$ cat src/rtl/bist_pkg.sv
// rtl/bist_pkg.sv - shared types and constants for the BIST pattern controller
package bist_pkg;

  typedef enum logic [1:0] {
    ST_IDLE = 2'd0,
    ST_INIT = 2'd1,
    ST_RUN  = 2'd2,
    ST_DONE = 2'd3
  } state_e;

  localparam int CNT_W_DEF = 16;
  localparam int SIG_W_DEF = 16;

  localparam logic [3:0]  LFSR_SEED = 4'b0001;
  // Feedback taps on bits 3 and 2: maximal length (15) for a 4-bit register
  localparam logic [3:0]  LFSR_TAPS = 4'b1100;
  localparam logic [15:0] MISR_POLY = 16'h1021;

  function automatic logic [3:0] lfsr_next(input logic [3:0] l);
    return {l[2:0], ^(l & LFSR_TAPS)};
  endfunction

endpackage

$ cat src/rtl/bist_misr.sv
// rtl/bist_misr.sv - serial-input multiple-input signature register
module bist_misr
  import bist_pkg::*;
#(
  parameter int SIG_W = SIG_W_DEF
) (
  input  logic             clk_i,
  input  logic             rst_i,
  input  logic             clr_i,
  input  logic             en_i,
  input  logic             si_i,
  output logic [SIG_W-1:0] sig_o
);

  localparam logic [SIG_W-1:0] POLY = SIG_W'(MISR_POLY);

  logic [SIG_W-1:0] sig_q, sig_d;

  always_comb begin
    sig_d = sig_q;
    if (clr_i) begin
      sig_d = '0;
    end else if (en_i) begin
      sig_d = {sig_q[SIG_W-2:0], 1'b0} ^ ((sig_q[SIG_W-1] ^ si_i) ? POLY : '0);
    end
  end

  always_ff @(posedge clk_i or posedge rst_i) begin
    if (rst_i) begin
      sig_q <= '0;
    end else begin
      sig_q <= sig_d;
    end
  end

  assign sig_o = sig_q;

endmodule

$ cat src/rtl/bist_pattern_ctrl.sv
// rtl/bist_pattern_ctrl.sv - BIST session controller: LFSR stimulus, pattern count, MISR compaction
module bist_pattern_ctrl
  import bist_pkg::*;
#(
  parameter int CNT_W = CNT_W_DEF,
  parameter int SIG_W = SIG_W_DEF
) (
  input  logic             CK,
  input  logic             reset,
  input  logic             start,
  input  logic [CNT_W-1:0] num_patterns,
  input  logic [SIG_W-1:0] golden,
  output logic [3:0]       pi,
  output logic             cut_reset,
  input  logic             po,
  output logic             busy,
  output logic             done,
  output logic             pass,
  output logic [SIG_W-1:0] signature
);

  state_e           state_q, state_d;
  logic [3:0]       lfsr_q, lfsr_d;
  logic [CNT_W-1:0] cnt_q, cnt_d;
  logic [CNT_W-1:0] count_q, count_d;
  logic [SIG_W-1:0] golden_q, golden_d;
  logic [CNT_W:0]   cnt_inc;

  // One extra bit so the terminal compare cannot alias on wrap
  assign cnt_inc = {1'b0, cnt_q} + (CNT_W+1)'(1);

  always_comb begin
    state_d  = state_q;
    lfsr_d   = lfsr_q;
    cnt_d    = cnt_q;
    count_d  = count_q;
    golden_d = golden_q;
    case (state_q)
      ST_IDLE, ST_DONE: begin
        if (start) begin
          state_d  = ST_INIT;
          count_d  = num_patterns;
          golden_d = golden;
        end
      end
      ST_INIT: begin
        lfsr_d  = LFSR_SEED;
        cnt_d   = '0;
        state_d = (count_q == '0) ? ST_DONE : ST_RUN;
      end
      ST_RUN: begin
        lfsr_d = lfsr_next(lfsr_q);
        cnt_d  = cnt_inc[CNT_W-1:0];
        if (cnt_inc == {1'b0, count_q}) begin
          state_d = ST_DONE;
        end
      end
      default: state_d = ST_IDLE;
    endcase
  end

  always_ff @(posedge CK or posedge reset) begin
    if (reset) begin
      state_q  <= ST_IDLE;
      lfsr_q   <= LFSR_SEED;
      cnt_q    <= '0;
      count_q  <= '0;
      golden_q <= '0;
    end else begin
      state_q  <= state_d;
      lfsr_q   <= lfsr_d;
      cnt_q    <= cnt_d;
      count_q  <= count_d;
      golden_q <= golden_d;
    end
  end

  bist_misr #(
    .SIG_W(SIG_W)
  ) u_misr (
    .clk_i(CK),
    .rst_i(reset),
    .clr_i(state_q == ST_INIT),
    .en_i (state_q == ST_RUN),
    .si_i (po),
    .sig_o(signature)
  );

  // Outputs decode directly from state so an asynchronous reset takes effect at once
  assign busy      = (state_q == ST_INIT) || (state_q == ST_RUN);
  assign done      = (state_q == ST_DONE);
  assign pi        = (state_q == ST_RUN) ? lfsr_q : 4'b0000;
  assign cut_reset = reset || (state_q == ST_INIT);
  assign pass      = done && (signature == golden_q);

endmodule
$ cat config.mk
export PLATFORM = sky130hd
export DESIGN_NAME = bist_pattern_ctrl
export DESIGN_NICKNAME = d
export VERILOG_FILES = /design/src/rtl/bist_pkg.sv /design/src/rtl/bist_misr.sv /design/src/rtl/bist_pattern_ctrl.sv
export SDC_FILE = /design/constraint.sdc
export NUM_CORES = 1
export LEC_CHECK = 0
export BUFFER_PORTS_ARGS = -buffer_cell sky130_fd_sc_hd__buf_2
export CAP_MARGIN = 5
export CORE_UTILIZATION = 24
export CTS_CLUSTER_DIAMETER = 200
export DETAILED_ROUTE_END_ITERATION = 12
export HOLD_SLACK_MARGIN = 0.12
export PLACE_DENSITY = 0.46
export SLEW_MARGIN = 10
export SYNTH_ARGS = -nofsm -noshare
export SYNTH_HDL_FRONTEND = slang
export SYNTH_HIERARCHICAL = 1
export SYNTH_SLANG_ARGS = --single-unit
$ cat constraint.sdc
create_clock -name CK -period 5.7 [get_ports CK]
set_clock_uncertainty 0.1 [all_clocks]
set_input_delay 1.14 -clock CK [delete_from_list [all_inputs] [get_ports CK]]
set_output_delay 1.14 -clock CK [all_outputs]
set_load 0.005 [all_outputs]
==> flow_summary_export.csv <==
group,metric,value,unit
floorplanning,coreArea,15400,µm²
worst_hold_path,hold_class,"flop to flop",
finish,fin_nets,448,
place,io_buffers,59,
synth,avgSynthCellArea,10.7,µm²
sta,slew_viol_final,0,
sta,slew-limit-headroom,0.448,
global_routing,grt_max_degree,34,
sta,setup_viol,0,
critical_path,crit_required,4.46,ns
synth,synth-seq-cells,70,
synth,synthCells,359,
clock_tree,clock_latency,0.33,ns
synth,async_flop_share,1.00,
synth,yosysWarnings,6,
clock_tree,cts.reportedPaths.clkPinSlew,0.06,ns
clock_tree,cts_tree,"built",
outcome,status,"complete, no violations",
synth,ys_seq_area_frac,0.457,
sta,setup_tns,0,ns
critical_path,endpoint_kind,"output pin",
global_routing,grt_util_all_layers,0.120,
power,swShare,0.273,
routing,via_per_inst,4.45,
synth,syn-cell-area,3840,µm²
synth,yosysMostFrequentCell,"dfrtp_1",
sta,fmax,276,MHz
place,place_area,4280,µm²
synth,ys.flop_type,"dfrtp_1",
power,pwr-share-clk,0.407,
finish,layout-drive-gt1-share,0.303,
clock_tree,cts_sinks,70,
floorplanning,die-area,16500,µm²
power,powerDensity,317,nW/µm²
floorplanning,start_util,0.249,
routing,antenna_left,0,
synth,synth_cell_types,50,
critical_path,startpoint_type,"flop",
synth,synth_area_leaders,"dfrtp_1 45%, mux2_2 10%, xnor2_1 6.4%",
clock_tree,cts_resized,0,
power,power,1.45,mW
sta,setup_ws,2.08,ns
power,intPower,1.06,mW
routing,drt-total-wl,9330,µm
critical_path,cp_max_fo,26,
sta,finalHoldViolations,0,
global_routing,grt-ovfl-total,0,
synth,synth_nets,399,
sta,rsz0062_at_grt,"no",
finish,syn2layout_area_growth,19.7,%
finish,finalNonFillerCells,624,
floorplanning,ios,60,
routing,wire_per_inst,15.0,µm
global_routing,first_global_vias,2668,
finish,diodes,0,
synth,synth.top_cell.area_share,0.450,
job,cap_violations,0,
synth,synth_commonest_cells,"69 x dfrtp_1, 35 x mux2_2, 33 x nor2_1",
power,irDropWorstVdd,0.180,mV
power,power_leakage,2.24,nW
routing,drt_iter0_markers,142,
place,gp_congestion,0.790,
sta,worst_pin_slew,0.829,ns
synth,synth_top_area_cell,"dfrtp_1",
clock_tree,root_buffer,"clkbuf_16",
place,dp_slack,2.45,ns
routing,vias,2778,
place,placed_cells,608,
power,pwr-share-comb,0.152,
power,switching_power,0.397,mW
global_routing,grt_pass1_wl,14900,µm
floorplanning,die_y,128,µm
synth,synth-edff-count,0,
clock_tree,post_cts_buffers,0,
floorplanning,row_count,45,
clock_tree,ctsHtreeMaxLevel,3,
floorplanning,die_w,128,µm
sta,fin_crit_sh,0.636,
routing,drtPass1Iterations,4,
clock_tree,cts_buffer_depth,2,
critical_path,crit_arrival,2.38,ns
place,dp_hpwl,6830,µm
sta,period_minus_slack,3.62,ns
clock_tree,cts_buffers,9,
routing,route.detailed.drc,0,
power,pwr-share-seq,0.442,
critical_path,path_class,"flop to output pin",
global_routing,antenna_found_initial,0,
clock_tree,cts_hold_buffers,0,
finish,stdcell_area,4590,µm²
cell families (layout without fill, tap and decap cells):
family / count (synthesis) / after routing / synth area share
xor+xnor: 41 / 41 / 0.0935
compound gates: 41 / 41 / 0.0691
fa+ha+maj: 4 / 4 / 0.0130
buf+inv: 37 / 91 / 0.0499
simple gates: 112 / 112 / 0.166
flops: 70 / 70 / 0.457
mux: 54 / 54 / 0.152
critical path, cell delays in order, from the launching register on:
cell	delay, ns
dfrtp_1	0.40
inv_1	0.09
ha_1	0.84
inv_1	0.46
buf_2	0.26
flip-flops by register name, summed over array words and instances, names as in the netlist:
register / count
golden_q: 16
u_misr/sig_o: 16
count_q: 16
state_q: 2
cnt_q: 16
lfsr_q: 4
power groups by stage:
| stage | Sequential, mW | Combinational [mW] | Clock (mW) |
|---|---|---|---|
| 6_report | 0.642 | 0.221 | 0.592 |
| 4_1_cts | 0.645 | 0.224 | 0.616 |
| 3_3_place_gp | 0.655 | 0.219 | 0 |
| 3_5_place_dp | 0.654 | 0.223 | 0 |
| 5_1_grt | 0.655 | 0.251 | 0.632 |
| 2_1_floorplan | 0.630 | 0.121 | 0 |
per-layer routing:
| layer | wire length (µm) | GRT usage |
|---|---|---|
| met5 | 0 | 0 |
| met2 | 4470 | 0.190 |
| met3 | 526 | 0.0341 |
| met1 | 4310 | 0.158 |
| met4 | 26 | 0.0332 |
through the flow:
step / utilization / hold slack, ns
finish: 0.298 / 0.386
global route: 0.298 / 0.419
CTS: 0.298 / 0.390
detailed placement: 0.277 / 0.370
global placement: 0.277 / 0.369
floorplan: - / 0.344
cells in the final DEF (no fill, tap or decap), types with 8 or more instances in the layout:
cell type and n:
xor2_1 13, nand3_1 8, xnor2_1 28, o21ai_0 14, mux2_2 35, nor2_1 33, clkbuf_16 9, nand2_1 24
buf_2 59, mux2i_1 19, dfrtp_1 69, nor3_1 8, nand4_1 8, inv_1 12
area by class of cell:
type | instances | area (µm²)
flip-flops and latches | 70 | 1750
clock inverters | 6 | 86.3
multi-input cells | 252 | 1890
repair buffers | 62 | 318
well taps | 211 | 264
clock buffers | 10 | 229
inverters | 13 | 48.8
fillers | 1655 | 10800
path summary, 6_finish.rpt:
path | start | to | slack, ns | cells past startpoint
min in group asynchronous | reset | golden_q[12] | 0.78 | 2
worst min-delay path | lfsr_q[1] | lfsr_q[1] | 0.39 | 2
worst max register to register | state_q[0] | golden_q[12] | 2.67 | 5
worst min register to register | lfsr_q[1] | lfsr_q[1] | 0.39 | 2
max in group asynchronous | reset | lfsr_q[0] | 3.85 | 3
worst max-delay path | state_q[0] | busy | 2.08 | 4
Note: power is estimated with default switching activity, not from simulation.
